===== src/rtl/cache_mem_arbiter.sv =====
// Serialises icache fills and dcache fills/writebacks onto one pmem line port.
// Ties go round-robin; a sticky watchdog flags grants that never get pmem_resp.
module cache_mem_arbiter #(
    parameter int ADDR_W         = 32,
    parameter int LINE_W         = 256,
    parameter int TIMEOUT_CYCLES = 4096
) (
    input  logic              clk,
    input  logic              rst,
    input  logic              i_read,
    input  logic [ADDR_W-1:0] i_address,
    output logic [LINE_W-1:0] i_rdata,
    output logic              i_resp,
    input  logic              d_read,
    input  logic              d_write,
    input  logic [ADDR_W-1:0] d_address,
    input  logic [LINE_W-1:0] d_wdata,
    output logic [LINE_W-1:0] d_rdata,
    output logic              d_resp,
    output logic              pmem_read,
    output logic              pmem_write,
    output logic [ADDR_W-1:0] pmem_address,
    output logic [LINE_W-1:0] pmem_wdata,
    input  logic [LINE_W-1:0] pmem_rdata,
    input  logic              pmem_resp,
    output logic              timeout_err
);

    localparam int              WD_W   = $clog2(TIMEOUT_CYCLES + 1);
    localparam logic [WD_W-1:0] WD_MAX = WD_W'(TIMEOUT_CYCLES);

    // state   | meaning
    // IDLE    | no grant; sample requests, load pmem registers on exit
    // GRANT_I | icache line fill in flight
    // GRANT_D | dcache fill or writeback in flight
    // RELEASE | one dead cycle so a lingering request is not re-granted
    typedef enum logic [1:0] {IDLE, GRANT_I, GRANT_D, RELEASE} state_t;

    state_t            state_q, state_d;
    logic              last_d_q, last_d_d;
    logic [WD_W-1:0]   wd_cnt_q, wd_cnt_d;
    logic              timeout_q, timeout_d;
    logic              pmem_read_q, pmem_read_d;
    logic              pmem_write_q, pmem_write_d;
    logic [ADDR_W-1:0] pmem_addr_q, pmem_addr_d;
    logic [LINE_W-1:0] pmem_wdata_q, pmem_wdata_d;

    logic d_pend;
    logic pick_d;

    assign d_pend = d_read | d_write;
    // last_d_q remembers who was granted last; the other side wins a tie
    assign pick_d = d_pend & (~i_read | ~last_d_q);

    always_ff @(posedge clk or negedge rst) begin
        if (!rst) begin
            state_q      <= IDLE;
            last_d_q     <= 1'b0;
            wd_cnt_q     <= '0;
            timeout_q    <= 1'b0;
            pmem_read_q  <= 1'b0;
            pmem_write_q <= 1'b0;
            pmem_addr_q  <= '0;
            pmem_wdata_q <= '0;
        end else begin
            state_q      <= state_d;
            last_d_q     <= last_d_d;
            wd_cnt_q     <= wd_cnt_d;
            timeout_q    <= timeout_d;
            pmem_read_q  <= pmem_read_d;
            pmem_write_q <= pmem_write_d;
            pmem_addr_q  <= pmem_addr_d;
            pmem_wdata_q <= pmem_wdata_d;
        end
    end

    always_comb begin
        state_d      = state_q;
        last_d_d     = last_d_q;
        wd_cnt_d     = wd_cnt_q;
        timeout_d    = timeout_q;
        pmem_read_d  = pmem_read_q;
        pmem_write_d = pmem_write_q;
        pmem_addr_d  = pmem_addr_q;
        pmem_wdata_d = pmem_wdata_q;

        unique case (state_q)
            IDLE: begin
                if (i_read | d_pend) begin
                    wd_cnt_d = '0;
                    last_d_d = pick_d;
                    if (pick_d) begin
                        // a write wins over a simultaneous read
                        state_d      = GRANT_D;
                        pmem_write_d = d_write;
                        pmem_read_d  = ~d_write;
                        pmem_addr_d  = d_address;
                        pmem_wdata_d = d_write ? d_wdata : '0;
                    end else begin
                        state_d      = GRANT_I;
                        pmem_read_d  = 1'b1;
                        pmem_write_d = 1'b0;
                        pmem_addr_d  = i_address;
                        pmem_wdata_d = '0;
                    end
                end
            end
            GRANT_I, GRANT_D: begin
                if (wd_cnt_q != WD_MAX) begin
                    wd_cnt_d = wd_cnt_q + WD_W'(1);
                end
                if (wd_cnt_d == WD_MAX) begin
                    timeout_d = 1'b1;
                end
                if (pmem_resp) begin
                    state_d      = RELEASE;
                    pmem_read_d  = 1'b0;
                    pmem_write_d = 1'b0;
                    pmem_addr_d  = '0;
                    pmem_wdata_d = '0;
                end
            end
            RELEASE: state_d = IDLE;
            default: state_d = IDLE;
        endcase
    end

    assign i_resp       = (state_q == GRANT_I) & pmem_resp;
    assign d_resp       = (state_q == GRANT_D) & pmem_resp;
    assign i_rdata      = (state_q == GRANT_I) ? pmem_rdata : '0;
    assign d_rdata      = (state_q == GRANT_D) ? pmem_rdata : '0;
    assign pmem_read    = pmem_read_q;
    assign pmem_write   = pmem_write_q;
    assign pmem_address = pmem_addr_q;
    assign pmem_wdata   = pmem_wdata_q;
    assign timeout_err  = timeout_q;

endmodule


===== config.mk =====
export PLATFORM = sky130hd
export DESIGN_NAME = cache_mem_arbiter
export DESIGN_NICKNAME = d
export VERILOG_FILES = /design/src/rtl/cache_mem_arbiter.sv
export SDC_FILE = /design/constraint.sdc
export NUM_CORES = 1
export LEC_CHECK = 0
export ABC_CLOCK_PERIOD_IN_PS = 5100
export BUFFER_PORTS_ARGS = -buffer_cell sky130_fd_sc_hd__buf_2
export CORE_AREA = 3 3 546 548
export DETAILED_ROUTE_END_ITERATION = 6
export DIE_AREA = 0 0 549 551
export GPL_ROUTABILITY_DRIVEN = 1
export GPL_TIMING_DRIVEN = 1
export PLACE_DENSITY = 0.32
export RECOVER_POWER = 50
export SLEW_MARGIN = 20
export SYNTH_ARGS = -nofsm -noshare
export SYNTH_HDL_FRONTEND = slang
export SYNTH_SLANG_ARGS = --single-unit
export TNS_END_PERCENT = 50

===== constraint.sdc =====
create_clock -name clk -period 5.1 [get_ports clk]
set_clock_uncertainty 0.05 [all_clocks]
set_input_delay 1.02 -clock clk [delete_from_list [all_inputs] [get_ports clk]]
set_output_delay 1.02 -clock clk [all_outputs]
set_load 0.005 [all_outputs]

* Word-level counts from Yosys, hierarchy flattened
Cells that the tools add are included.
** Storage, ports and cells
- Output and inout port bits :: 805
- Bits in registers :: 307
- Bits of input ports :: 582
- Logic and storage cells :: 59
** Cells by class
- Add/sub/neg operators :: 1
- Eq/ne operators :: 7
- Bitwise logic cells :: 9
- Reduce and logical (&&, ||, !) cells :: 8
- Mux-type cells :: 26
** Operator list (count)
- $mux W256 :: 6
- $pmux W256 S2 :: 1
- $mux W32 :: 3
- $pmux W32 S2 :: 1
- $mux W13 :: 3
- $pmux W13 S2 :: 1
- $add A13 B1 Y13 const B :: 1
- $eq A13 B13 Y1 const B :: 1
- $ne A13 B13 Y1 const B :: 1
- $reduce_and A2 Y1 :: 4
- $mux W2 :: 3
- $pmux W2 S3 :: 1
- $mux W1 :: 5
- $eq A2 B2 Y1 const B :: 2
- $ne A2 B2 Y1 const B :: 2
- $pmux W1 S2 :: 2
- $and A1 B1 Y1 :: 3
- $not A1 Y1 :: 3
- $or A1 B1 Y1 :: 3
- $reduce_and A3 Y1 :: 1
- $eq A2 B1 Y1 const B :: 1
- $logic_not A2 Y1 :: 1
- $reduce_bool A2 Y1 :: 1
- $reduce_or A2 Y1 :: 1

* Longest topological paths before layout
Gate-level depths: netlist of run 1.
- Depth after elaboration :: 6
- Mapped depth :: 11
- Gate-level depth less buffers :: 7

* Worst setup path before layout of run 1
Ideal clock, no wire load.
- Kind :: reg-to-output
- Start :: reg state_q[0]
- End :: out d_rdata[100]
- Stages on the path, launching flop included :: 6
- Setup slack :: 2.725 ns
- Data required time :: 4.030 ns
- Data arrival time :: 1.305 ns
- Buffers on the path :: 2
- Cell sequence :: dfrtp_1 -> inv_1 -> ha_1 -> clkbuf_1 -> clkbuf_1 -> and2_1
** Between the ends
- Word-level cells in the longest chain between the ends :: 2
** RTL lines
- start, declared :: line 39 : state_t state_q, state_d;
- start signal, assigned :: line 66 : state_q <= state_d;
- $eq A2 B2 Y1 :: line 131 : assign d_rdata = (state_q == GRANT_D) ? pmem_rdata : '0;
- $mux W256 :: line 131
- end, declared :: line 18 : output logic [LINE_W-1:0] d_rdata,
No other way between the ends.

* Worst setup path in the final report of run 1
- Start :: reg state_q[0]
- End :: reg pmem_addr_q[27] (netlist: pmem_address[27])
** Between the ends
- Word-level cells in the longest chain between the ends :: 4
- Elaborated cells between the ends (all ways) :: 9
- Classes of those cells :: eq/ne (4); mux (1); reduce/logical (4)
** RTL lines
- $eq A2 B1 Y1 / $eq A2 B2 Y1 (equally long branches) :: line 87 : unique case (state_q)
- $reduce_or A2 Y1 :: line 87
- $ne A2 B2 Y1 (no source line) / $reduce_bool A2 Y1 (equally long branches)
- $reduce_and A3 Y1 (no source line)
- end signal, assigned :: line 72 : pmem_addr_q <= pmem_addr_d;
- end, declared :: line 45 : logic [ADDR_W-1:0] pmem_addr_q, pmem_addr_d;
Several ways; a longest one is shown, not always the timed one.
A chain may end at the register's enable or synchronous reset.

==> summary.md, run 1 <==
| Metric | Value |
|---|---|
| Htree depth | 2 |
| Final Max Tran Viols | 91 |
| Post-Syn Area | 0.0152 mm2 |
| Top_reg_cell synth | dfrtp_1 |
| DR WL/cell | 33.2 um |
| P_int | 0.00849 W |
| Maximum vdd drop | 0.275 mV |
| CP Launch Type | flop |
| Root buf cell | clkbuf_16 |
| Total gr overflow | 0 |
| Uppermost layer routed | met5 |
| Syn Area/Cell | 10.6 um2 |
| # IOs | 1387 |
| Switch share | 0.499 |
| Most common cell in the netlist | and2_1 |
| Failing checks | antenna violations, max-capacitance violations, max-slew violations |
| Yosys reg bits | 307 |
| Hold Path Depth | 2 |
| DR vias | 18700 |
| First-pass GRT wire length | 266 mm |
| Endpoints failing setup | 0 |
| Setup slack after layout | 1230 ps |
| Cell Rows | 199 |
| Post-CTS setup buffers | 0 |
| Seq pwr share | 0.242 |
| Final nets | 3341 |
| Slew margin rel. | -0.883 |
| Total clock buffers created by CTS | 46 |
| CP Data Arrival Time | 4370 ps |
| Post-route ant nets | 3 |
| Clock-pin slew of the registers on the worst-case setup and hold paths | 50 ps |
| Met3 WL | 35.8 mm |
| Initial core utilization | 0.0516 |
| Critical R2R Capture | pmem_address[27]$_DFFE_PN0P_ |
| Layout cell share with drive strength beyond 1 | 0.442 |
| CTS tree | yes |
| Status | complete, but fails checks |
| Class of the worst hold path | reg -> reg |
| Dominant cells by area after synthesis | dfrtp_1 (51%), and2_1 (21%), a22o_1 (15%), mux2i_1 (2.1%), clkbuf_1 (1.9%) |
| Synth top area share | 0.507 |
| Yosys warns | 0 |
| DRT Pass-1 Iters | 5 |
| Slew @ Worst Pin | 2820 ps |
| Combinational share of power | 0.550 |
| Core box area | 0.294 mm2 |
| R2R depth | 7 |
| Pwr dens | 599 mW/mm2 |
| TNS Setup | 0 ps |
| Die X | 549 um |
| RSZ-0062 raised after global routing | no |
| Die area | 0.302 mm2 |
| Switch Pwr | 0.00846 W |
| DR vias/cell | 2.75 |
| Post-route clock period utilization | 0.759 |
| Post-route minimum period | 3870 ps |
| CTS-repair resized insts | 0 |
| Hpwl dp | 204 mm |
| Distinct cells, synth | 44 |
| Number of global-route vias before repair | 18200 |
| Final wirelength | 227 mm |
| Max Cap Violations | 2 |
| RR Startpoint | state_q[0]$_DFFE_PN0P_ |
| Die Ht | 551 um |
| Reg2reg setup slack | 1230 ps |
| Clk pwr share | 0.207 |
| Hold worst-path end | pmem_address[14]$_DFFE_PN0P_ |
| Clk sink count | 307 |
| Clock buffer depth | 3 |
| Remaining DRCs | 0 |
| CP Class | reg -> reg |
| Leak | 13.4 nW |
| Final Util | 0.0964 |
| Met1 WL | 83.1 mm |
| Fillers | 34300 |
| CP Capture Type | flop |
| Sequential area share after synthesis | 0.507 |
| Layout area overhead | 86.8% |
| Largest net degree at the start of global routing | 149 |
| Met2 routed WL | 98.6 mm |
| Iter 0 DRT Violations | 1397 |
| GRT Total Usage | 0.143 |
| Synth top cells by count | and2_1 (515), dfrtp_1 (307), a22o_1 (257) |
| Synth Instances | 1430 |
| Hold Buf Count CTS | 0 |
| Cell taking the most area after synthesis | dfrtp_1 |
| Final Hold Vio Count | 0 |
| Worst-Skew Late Latency | 640 ps |
| Worst slack, placed | 1550 ps |
| Hold Path Origin | pmem_address[14]$_DFFE_PN0P_ |
| CP required | 5590 ps |
| Gp weighted congestion | 0.908 |
| EDFF count, synth | 0 |
| Synth async-reset ratio | 1.00 |
| Critical Path Fanout Max | 33 |
| Port Buf Inserts | 1386 |
| FMAX | 258 MHz |
| Initial antenna violation count | 262 |
| Syn nets | 2018 |
cell type report:
type | instances | area [um2] | share of cell area
sequential | 307 | 7680 | 0.271
timing repair buffer | 1409 | 6950 | 0.246
multi-input combinational | 984 | 6860 | 0.242
tap | 3919 | 4900 | 0.173
clock buffer | 66 | 1340 | 0.0472
antenna | 113 | 283 | 0.00999
clock inverter | 17 | 267 | 0.00941
inverter | 5 | 18.8 | 0.000663
flip-flops by register name (all words and copies together) (netlist names):
signal	flops
timeout_err	1
last_d_q	1
wd_cnt_q	13
pmem_write	1
pmem_address	32
state_q	2
pmem_read	1
pmem_wdata	256
worst max path at each step:
| stage | from | to | slack [ps] | cells past startpoint |
|---|---|---|---|---|
| final | state_q[0]$_DFFE_PN0P_ | pmem_address[27]$_DFFE_PN0P_ | 1230 | 7 |
| after global routing | state_q[0]$_DFFE_PN0P_ | pmem_address[27]$_DFFE_PN0P_ | 840 | 7 |
| after CTS | state_q[0]$_DFFE_PN0P_ | d_rdata[204] | 950 | 5 |
| after detailed placement | d_read | pmem_address[27]$_DFFE_PN0P_ | 1550 | 6 |
| after global placement | d_read | pmem_address[0]$_DFFE_PN0P_ | 1550 | 6 |
| after floorplan | state_q[0]$_DFFE_PN0P_ | d_rdata[100] | 2730 | 5 |
routing by layer:
layer | GRT usage | up-vias
met5 | 0 | -
met4 | 0.0388 | 46
met3 | 0.0879 | 462
met2 | 0.225 | 1509
met1 | 0.160 | 8970
li1 | - | 7746
power by group through the flow:
stage               Sequential (W)  Combinational (W)  Clock [W]
global route               0.00425             0.0102    0.00376
finish                     0.00411            0.00933    0.00351
detailed placement         0.00412            0.00993          0
CTS                        0.00410            0.00998    0.00370
global placement           0.00410            0.00999          0
floorplan                  0.00411            0.00331          0
cells by family (layout without fill, tap and decap cells):
group | Yosys count | count (layout) | share of synthesized area
AND/OR/NAND/NOR | 601 | 601 | 0.243
adder cells (fa/ha/maj) | 6 | 6 | 0.00495
flip-flops | 307 | 307 | 0.507
XOR/XNOR | 4 | 4 | 0.00231
buffers and inverters | 139 | 1497 | 0.0422
other | 0 | 113 | 0
AO/OA/AOI/OAI | 341 | 341 | 0.180
multiplexers | 32 | 32 | 0.0211
cells in the final DEF (no fill, tap or decap), types with 3 or more instances in the layout:
| master | n |
|---|---|
| buf_12 | 14 |
| xnor2_1 | 3 |
| nor2_1 | 10 |
| a21oi_1 | 11 |
| diode_2 | 113 |
| clkbuf_16 | 46 |
| buf_2 | 1126 |
| inv_1 | 5 |
| mux2i_1 | 32 |
| o21ai_1 | 7 |
| o31ai_1 | 5 |
| and2_1 | 515 |
| nand3_1 | 9 |
| bufinv_16 | 5 |
| ha_1 | 4 |
| clkbuf_1 | 270 |
| clkinv_2 | 6 |
| buf_4 | 7 |
| o21ai_0 | 47 |
| a31oi_1 | 5 |
| nand2b_1 | 3 |
| dfrtp_1 | 307 |
| nor3_1 | 3 |
| clkbuf_8 | 11 |
| nand2_1 | 44 |
| a22o_1 | 257 |
| nand4_1 | 3 |
through the flow:
step | cell area, um2 | std cells | hold slack [ps] | power [W]
after floorplan | 15200 | 1430 | 410 | 0.00742
after global placement | 26800 | 6623 | 415 | 0.0141
after detailed placement | 26800 | 6623 | 415 | 0.0140
after CTS | 28400 | 6706 | 327 | 0.0178
after global routing | 28100 | 6732 | 438 | 0.0182
final | 28300 | 6820 | 427 | 0.0169
worst max-delay path, stage by stage (launching register included):
cell and delay [ps]:
dfrtp_1 410, inv_1 160, ha_1 360, nor4b_1 1260, or2_4 730, buf_4 530, nand2_1 100, o21ai_0 100
(Power assumes the default switching activity.)
==> run 2, diff against run 1 <==
Settings changed: ABC_CLOCK_PERIOD_IN_PS 5100 to 3900, CORE_AREA 3 3 546 548 to 3 3 534 536, DIE_AREA 0 0 549 551 to 0 0 537 539.
Clock period 5.1 ns to 3.9 ns, I/O delays scaled along.
==> run 2 against run 1 <==
The flow finishes with violations (max-capacitance violations, max-slew violations); die area down 4.3%; first-iteration DRC count down 27%; critical path depth down 2; via count down 2.2%; non-clock buffer count up 14; sequential cell count unchanged; cell count down 3.4%; clock-buffer cell count unchanged; utilization up 0.33 points; critical path type is now reg -> out; critical endpoint is now i_rdata[252].
==> summary.md, run 2 (synthesized netlist as in run 1, its figures left out) <==
| Metric | Value |
|---|---|
| Class of the worst hold path | in -> reg |
| CP Launch Type | flop |
| CP Class | reg -> out |
| Pwr dens | 811 mW/mm2 |
| Endpoints failing setup | 0 |
| TNS Setup | 0 ps |
| CTS tree | yes |
| FMAX | 287 MHz |
| Final wirelength | 229 mm |
| Number of global-route vias before repair | 18500 |
| Post-route clock period utilization | 0.893 |
| Slew margin rel. | -0.500 |
| Layout area overhead | 85.1% |
| First-pass GRT wire length | 270 mm |
| Htree depth | 2 |
| Final nets | 3358 |
| GRT Total Usage | 0.151 |
| Clk sink count | 307 |
| Finished Layout Cells | 6591 |
| Setup slack after layout | 416 ps |
| Most frequent cells in the layout | buf_2 (1117), and2_1 (515), dfrtp_1 (307) |
| CP Data Arrival Time | 2650 ps |
| Gp weighted congestion | 0.922 |
| RSZ-0062 raised after global routing | no |
| Initial core utilization | 0.0539 |
| Die X | 537 um |
| DR WL/cell | 34.7 um |
| CP Capture Type | primary output |
| Root buf cell | clkbuf_16 |
| Hpwl dp | 206 mm |
| Clock-pin slew of the registers on the worst-case setup and hold paths | 70 ps |
| Post-route ant nets | 0 |
| Remaining DRCs | 0 |
| Port Buf Inserts | 1386 |
| Largest net degree at the start of global routing | 92 |
| Layout cell share with drive strength beyond 1 | 0.439 |
| Slew @ Worst Pin | 2250 ps |
| Initial antenna violation count | 199 |
| DRT Pass-1 Iters | 7 |
| Core box area | 0.281 mm2 |
| Die area | 0.289 mm2 |
| Worst slack, placed | 884 ps |
| DP Cell Count | 6462 |
| # IOs | 1387 |
| Post-route minimum period | 3480 ps |
| CTS-repair resized insts | 0 |
| Number of flip-flops under the largest register name | 256 |
| Die Ht | 539 um |
| Iter 0 DRT Violations | 1020 |
| Leak | 13.5 nW |
| Worst-Skew Late Latency | 670 ps |
| DR vias | 18300 |
| Total gr overflow | 0 |
| Hold Buf Count CTS | 0 |
| Most common cell after layout, fill and taps aside | buf_2 |
| Final Max Tran Viols | 83 |
| CP required | 3070 ps |
| Post-CTS setup buffers | 0 |
| Status | complete, but fails checks |
| Cell Rows | 195 |
| DR vias/cell | 2.78 |
| Maximum vdd drop | 0.309 mV |
| Max Cap Violations | 2 |
| Failing checks | max-capacitance violations, max-slew violations |
| Critical Path Fanout Max | 79 |
| Clock buffer depth | 3 |
| Final Hold Vio Count | 0 |
| Total clock buffers created by CTS | 49 |
## run 2: cell count changes in the layout (fill, tap and decap cells not counted), moves of 3 or more
cell / previous run / this run
clkbuf_1: 270 / 287
clkbuf_8: 11 / 4
o21ai_0: 47 / 51
clkinv_4: 1 / 4
buf_2: 1126 / 1117
clkbuf_2: 1 / 5
o21ai_1: 7 / 3
diode_2: 113 / 40
clkbuf_16: 46 / 50
buf_12: 14 / 17
## run 2: stage by stage
step | util | hold slack [ps] | instance area (um2) | total power (W)
after floorplan | - | 410 | 15200 | 0.00970
after global placement | 0.0950 | 428 | 26700 | 0.0190
after detailed placement | 0.0950 | 422 | 26700 | 0.0189
after CTS | 0.101 | 12.4 | 28400 | 0.0240
after global routing | 0.0996 | 195 | 28000 | 0.0245
final | 0.0997 | 251 | 28100 | 0.0228
## run 2: layout make-up
type	instances	area, um2
clock buffers	66	1350
flip-flops and latches	307	7680
clock inverters	23	319
repair buffers	1423	7060
multi-input cells	984	6850
fillers	33000	253000
well taps	3743	4680
diodes	40	100
inverters	5	18.8
## run 2: path summary, 6_finish.rpt
path                                                 to                          from  slack [ps]  cells past startpoint
max                                        i_rdata[252]        state_q[1]$_DFFE_PN0P_         420                      5
min                          pmem_wdata[41]$_DFFE_PN0P_                   d_wdata[41]         250                      2
max reg2reg                 pmem_wdata[217]$_DFFE_PN0P_        state_q[0]$_DFFE_PN0P_         430                      6
min reg2reg                pmem_address[31]$_DFFE_PN0P_  pmem_address[31]$_DFFE_PN0P_         430                      2
max in group asynchronous   pmem_wdata[243]$_DFFE_PN0P_                           rst         860                      2
min in group asynchronous    pmem_wdata[11]$_DFFE_PN0P_                           rst         720                      1
## run 2: routing by layer
metal	up-vias	track usage	wire, um
met5	-	0	276
met4	44	0.0281	6130
met3	330	0.0934	35100
met2	1341	0.250	104000
met1	8906	0.165	83100
li1	7696	-	-
## run 2: worst max-delay path, stage by stage (launching register included)
cell and delay, ps:
dfrtp_1 420, inv_1 150, ha_4 380, buf_12 340, and2_1 430, buf_2 200
## run 2: power breakdown
| part | switching, W | total [W] | internal [W] | leakage (nW) |
|---|---|---|---|---|
| Sequential | 0.000842 | 0.00537 | 0.00453 | 4.18 |
| Combinational | 0.00868 | 0.0126 | 0.00393 | 8.47 |
| Clock | 0.00194 | 0.00477 | 0.00283 | 0.814 |
| Total | 0.0115 | 0.0228 | 0.0113 | 13.5 |
